## config.mk

```make
export PLATFORM = sky130hd
export DESIGN_NAME = rice_word_decoder
export DESIGN_NICKNAME = d
export VERILOG_FILES = /design/src/rtl/rice_word_decoder.sv
export SDC_FILE = /design/constraint.sdc
export NUM_CORES = 1
export LEC_CHECK = 0
export BUFFER_PORTS_ARGS = -buffer_cell sky130_fd_sc_hd__buf_2
export CAP_MARGIN = 30
export CORE_ASPECT_RATIO = 1.2
export CORE_MARGIN = 8
export CORE_UTILIZATION = 40
export CTS_BUF_LIST = sky130_fd_sc_hd__clkbuf_2 sky130_fd_sc_hd__clkbuf_4 sky130_fd_sc_hd__clkbuf_8
export DETAILED_ROUTE_END_ITERATION = 10
export PLACE_DENSITY = 0.6
export SLEW_MARGIN = 25
export SYNTH_ARGS = -nofsm -noshare
export SYNTH_HDL_FRONTEND = slang
export SYNTH_SLANG_ARGS = --single-unit
```

## constraint.sdc

```tcl
create_clock -name rd_clk -period 2 [get_ports rd_clk]
set_input_delay 0.4 -clock rd_clk [delete_from_list [all_inputs] [get_ports rd_clk]]
set_output_delay 0.4 -clock rd_clk [all_outputs]
set_load 0.01 [all_outputs]
```

## src/rtl/rice_word_decoder.sv

```systemverilog
// Bit-serial Rice decoder: unpacks 32-bit FIFO words MSB-first and decodes
// (q zeros, '1', k remainder bits) codewords into OUT_W-bit samples.
module rice_word_decoder #(
    parameter int DATA_W = 32,
    parameter int OUT_W  = 16,
    parameter int QMAX   = 31
) (
    input  logic              rd_clk,
    input  logic              rst_n,
    input  logic              en,
    input  logic [3:0]        k,
    input  logic [DATA_W-1:0] fifo_dout,
    input  logic              fifo_empty,
    output logic              fifo_rd_en,
    output logic [OUT_W-1:0]  sample,
    output logic              sample_valid,
    input  logic              sample_ready,
    output logic              q_err,
    output logic              busy
);
    localparam int Q_W = $clog2(QMAX + 1);
    localparam int C_W = 6;

    localparam logic [2:0] S_IDLE  = 3'd0;
    localparam logic [2:0] S_UNARY = 3'd1;
    localparam logic [2:0] S_REM   = 3'd2;
    localparam logic [2:0] S_OUT   = 3'd3;
    localparam logic [2:0] S_HALT  = 3'd4;

    logic [2:0]        state;
    logic [DATA_W-1:0] sreg;
    logic [C_W-1:0]    bcnt;
    logic              buf_valid;
    logic              cap_pend;
    logic [3:0]        k_lat;
    logic [3:0]        rcnt;
    logic [Q_W-1:0]    q;
    logic [13:0]       r;

    logic              cur_bit;
    logic              consume;
    logic              fetch_go;
    logic [14:0]       r_next;
    logic [OUT_W-1:0]  q_ext;

    always_comb begin
        cur_bit  = sreg[DATA_W-1];
        consume  = buf_valid && ((state == S_UNARY) || (state == S_REM));
        fetch_go = !buf_valid && !fifo_rd_en && !cap_pend && !fifo_empty
                   && en && (state != S_HALT);
        r_next   = {r, cur_bit};
        q_ext    = OUT_W'(q);
    end

    assign busy = (state != S_IDLE);

    // fifo_dout is valid one edge after the FIFO samples fifo_rd_en, so the
    // capture happens on the edge after cap_pend is set.
    always_ff @(posedge rd_clk or negedge rst_n) begin
        if (!rst_n) begin
            fifo_rd_en <= 1'b0;
            cap_pend   <= 1'b0;
            buf_valid  <= 1'b0;
            sreg       <= '0;
            bcnt       <= '0;
        end else begin
            fifo_rd_en <= fetch_go;
            cap_pend   <= fifo_rd_en;
            if (cap_pend) begin
                sreg      <= fifo_dout;
                bcnt      <= '0;
                buf_valid <= 1'b1;
            end else if (consume) begin
                sreg <= {sreg[DATA_W-2:0], 1'b0};
                bcnt <= bcnt + 1'b1;
                if (bcnt == C_W'(DATA_W - 1)) begin
                    buf_valid <= 1'b0;
                end
            end
        end
    end

    always_ff @(posedge rd_clk or negedge rst_n) begin
        if (!rst_n) begin
            state        <= S_IDLE;
            k_lat        <= '0;
            rcnt         <= '0;
            q            <= '0;
            r            <= '0;
            sample       <= '0;
            sample_valid <= 1'b0;
            q_err        <= 1'b0;
        end else begin
            case (state)
                S_IDLE: begin
                    if (en) begin
                        state <= S_UNARY;
                        k_lat <= k;
                        q     <= '0;
                        r     <= '0;
                    end
                end
                S_UNARY: begin
                    if (consume) begin
                        if (!cur_bit) begin
                            if (q == Q_W'(QMAX)) begin
                                q_err <= 1'b1;
                                state <= S_HALT;
                            end else begin
                                q <= q + 1'b1;
                            end
                        end else if (k_lat == 4'd0) begin
                            sample       <= q_ext;
                            sample_valid <= 1'b1;
                            state        <= S_OUT;
                        end else begin
                            rcnt  <= k_lat;
                            state <= S_REM;
                        end
                    end
                end
                S_REM: begin
                    // The last remainder bit goes straight into sample; r only
                    // ever needs to hold the k-1 earlier bits.
                    if (consume) begin
                        r    <= r_next[13:0];
                        rcnt <= rcnt - 1'b1;
                        if (rcnt == 4'd1) begin
                            sample       <= (q_ext << k_lat) | OUT_W'(r_next);
                            sample_valid <= 1'b1;
                            state        <= S_OUT;
                        end
                    end
                end
                S_OUT: begin
                    if (sample_valid && sample_ready) begin
                        sample_valid <= 1'b0;
                        state        <= S_IDLE;
                    end
                end
                S_HALT: begin
                    sample_valid <= 1'b0;
                end
                default: begin
                    state <= S_IDLE;
                end
            endcase
        end
    end
endmodule

```

==> impl_results.md <==
- Outcome: complete, no violations
- Crit. End Element: primary output
- YS warnings: 0
- Setup violations, final: 0
- Worst vdd ir: 0.878 mV
- Min-delay src: fifo_empty
- Clk_skew: a little over 8 ps
- Area leader, netlist: dfrtp_1
- CTS clk-pin slew, worst paths: 90 ps
- Ports: 61
- Fin util: 0.489
- Critical Path RT: 1600 ps
- Post-synth top cells: 89 x dfrtp_1, 85 x nand2_1, 49 x o21ai_0
- Max-slew headroom: 0.582
- Post-synth EDFFs: 0
- Hold crit path type: input port to register
- Placed insts: between 600 and 700
- Mapped Area: between 4000 and 5000 µm²
- Vias in the first global route: between 3k and 4k
- Die W: 113 µm
- Final worst-path cycle share: 0.971
- Layout cells sized above 1: 0.242
- Yosys top cell area share: 0.491
- Final Hold Viols: 0
- Wire length per cell: 15.7 µm
- First-pass GRT wire length: 18.2 mm
- Worst slack at placement: -29.5 ps
- CP arrival: 1540 ps
- Vias after detailed routing: 3652
- Max-slew violation count: 0
- Worst-path maximum fanout: 8
- Fin cells: 674
- Buffers & Inverters on Critical Path: 2
- Clock sinks: 89
- Initial Util: 0.411
- Crit path cell chain: buf_4 > or3_1 > buf_2
- CP top delay family: flip-flops
- Slew of the pin with the lowest slew margin: 620 ps
- DPL Wire Length: between 7 and 8 mm
- Placed Area: about 5100 µm²
- Die area: 15000 µm²
- Max cap viols: 0
- Worst Hold Depth: 2
- Largest net degree at the start of global routing: 72
- FFs w/ async S/R, synth: 1.00
- GRT met2 Usage: 0.245
- H-tree depth: 3
- Final #Nets: 583
- Remaining Overflow, GRT: 0
- Row cnt: 42
- Syn_nets: approximately 500
- Routed Antenna Nets: 0
- Clock buffer depth: 2
- # DRC: 0
- Min cycle time layout: 1940 ps
- Synth cell types: 54
- Synthesized flop and latch total: 89
- Core ar.: roughly 11000 µm²
- Final instance area: 5400 µm²
- Met1 usage: 0.178
- Grt met3 use: 0.0401
- Worst R2R Path Depth: 7
- Gr usage total: 0.149
- Launching point of the worst reg2reg path: q[1]
- Critical path class: register to primary output
- Post-Synthesis Cells: 461
- Vias per Instance: roughly 5.4
- Top Usage Layer GRT: met2
- Clk Latency, worst-skew pair: 370 ps
- TritonCTS clock tree: done
- Antenna violations before repair: 0
- CP max-delay cell: dfrtp_2
- Final WS setup: about 59 ps
- DR iter-0 viols: 142
- Num CTS Buffers: 9
- Main synth FF type: dfrtp_1
- Static Leak: 0.00241 µW
- First drt pass iteration count: 4
- Seq/Total Area, Yosys: 0.491
- Die extent in y: about 130 µm
- Slowest cell delay on critical path: around 470 ps
- Routability congestion estimate: around 0.87
- Unrepaired setup endpoints after global routing: false
- CTS Root Cell: clkbuf_8
- Total Wirelength: between 10 and 15 mm
- Max Clk Rate: 0.515 GHz
- PwrDens: between 1000 and 1500 nW/µm²
- IO Port Bufs: 60
- Synthesized area per cell: between 9 and 10 µm²
- Worst path depth: 3
- Top-count cell post-synth: dfrtp_1
- CP Launch Point: state[1]
- Area Growth Syn to Fin: 19.1%
- Antenna Cells: 0
- Top post-synthesis cells by area: dfrtp_1 49%, mux2i_1 8.2%, nand2_1 7.0%, o21ai_0 5.4%, a21oi_1 2.3%
- CP Launch Type: register
[metal layers]
layer | wire length [µm] | vias up
met5 | 0 | -
met2 | 5090 | 86
li1 | - | 1803
met4 | 280 | 0
met1 | 4760 | 1743
met3 | 487 | 20
[power by group]
part	leakage, µW	switching, µW	internal [µW]
registers	0.00115	421	2400
logic	0.00115	2090	1670
clock network	0.000111	682	715
total	0.00241	3190	4790
[flip-flops by register name (all words and copies together), names as in the netlist]
name and count:
k_lat 4, buf_valid 1, cap_pend 1, state 3, sample_valid 1, r 14, fifo_rd_en 1, q 5
q_err 1, rcnt 4, sample 16, sreg 32, bcnt 6
[final timing paths]
| check | slack [ps] | to |
|---|---|---|
| worst max-delay path | 60 | busy |
| worst min-delay path | 180 | fifo_rd_en |
| worst max register to register | 70 | state[1] |
| worst min register to register | 410 | cap_pend |
| max in group asynchronous | 870 | sample[10] |
| min in group asynchronous | 510 | sample[15] |
[stage by stage]
step | hold WS (ps) | power, µW | TNS [ps]
after global placement | 373 | 6490 | 0
after global routing | 169 | 8590 | 0
after CTS | 163 | 8050 | 0
after detailed placement | 378 | 6590 | -55.0
final | 182 | 7980 | 0
after floorplan | 104 | 5450 | 0
[worst register-to-register path: stages (launching register included)]
cell and delay, ps:
dfrtp_1 400, ha_2 190, and3_1 180, ha_2 190
or4b_4 480, o21ai_2 100, a2111oi_4 110, mux2i_1 140
[cell type report]
class | count | area (µm²)
clock buffers | 9 | 124
clock inverters | 7 | 98.8
fillers | 1075 | 5630
inverters | 7 | 26.3
multi-input cells | 335 | 2160
flip-flops and latches | 89 | 2230
well taps | 132 | 165
repair buffers | 95 | 593
[cell families (layout without fill, tap and decap cells)]
family                   after synthesis  after routing  share of synthesized area
AND/OR/NAND/NOR                      154            154                      0.170
AO/OA/AOI/OAI                        129            129                      0.180
flip-flops                            89             89                      0.491
multiplexers                          40             40                     0.0916
buffers and inverters                 37            118                     0.0378
XOR/XNOR                               7              7                     0.0152
adder cells (fa/ha/maj)                5              5                     0.0138
[timing repair]
action / 4_1_cts / 5_1_grt
endpoints found under the hold margin: 27 / 0
resized for setup: 3 / 3
pin swaps: 1 / 0
hold buffers: 1 / 0
buffers inserted: 0 / 0
setup endpoints to repair: 2 / 3
[placed cells by master, fill, tap and decap left out, drive strengths merged, types with 2 or more instances in the layout]
cell type  netlist  routed
a31oi            2       2
or3b             2       2
nand2           86      86
nand3b           2       2
nor4b            2       2
xnor2            4       4
mux2i           37      37
nand3            8       8
ha               5       5
buf             15      94
a211oi           8       8
nor3             6       6
nor4             4       4
nor3b            3       3
and3             2       2
o21bai           2       2
dfrtp           89      89
inv              7      10
or4b             2       2
o31ai            6       6
nor2b            7       7
clkbuf          15       9
a21oi           21      21
o21ai           60      60
bufinv           0       2
nand2b           7       7
mux2             2       2
xor2             3       3
or4              2       2
and2             4       4
nor2            14      14
a221oi           8       8
o211ai           5       5
o2bb2ai         10      10
Note: power is estimated with default switching activity, not from simulation.
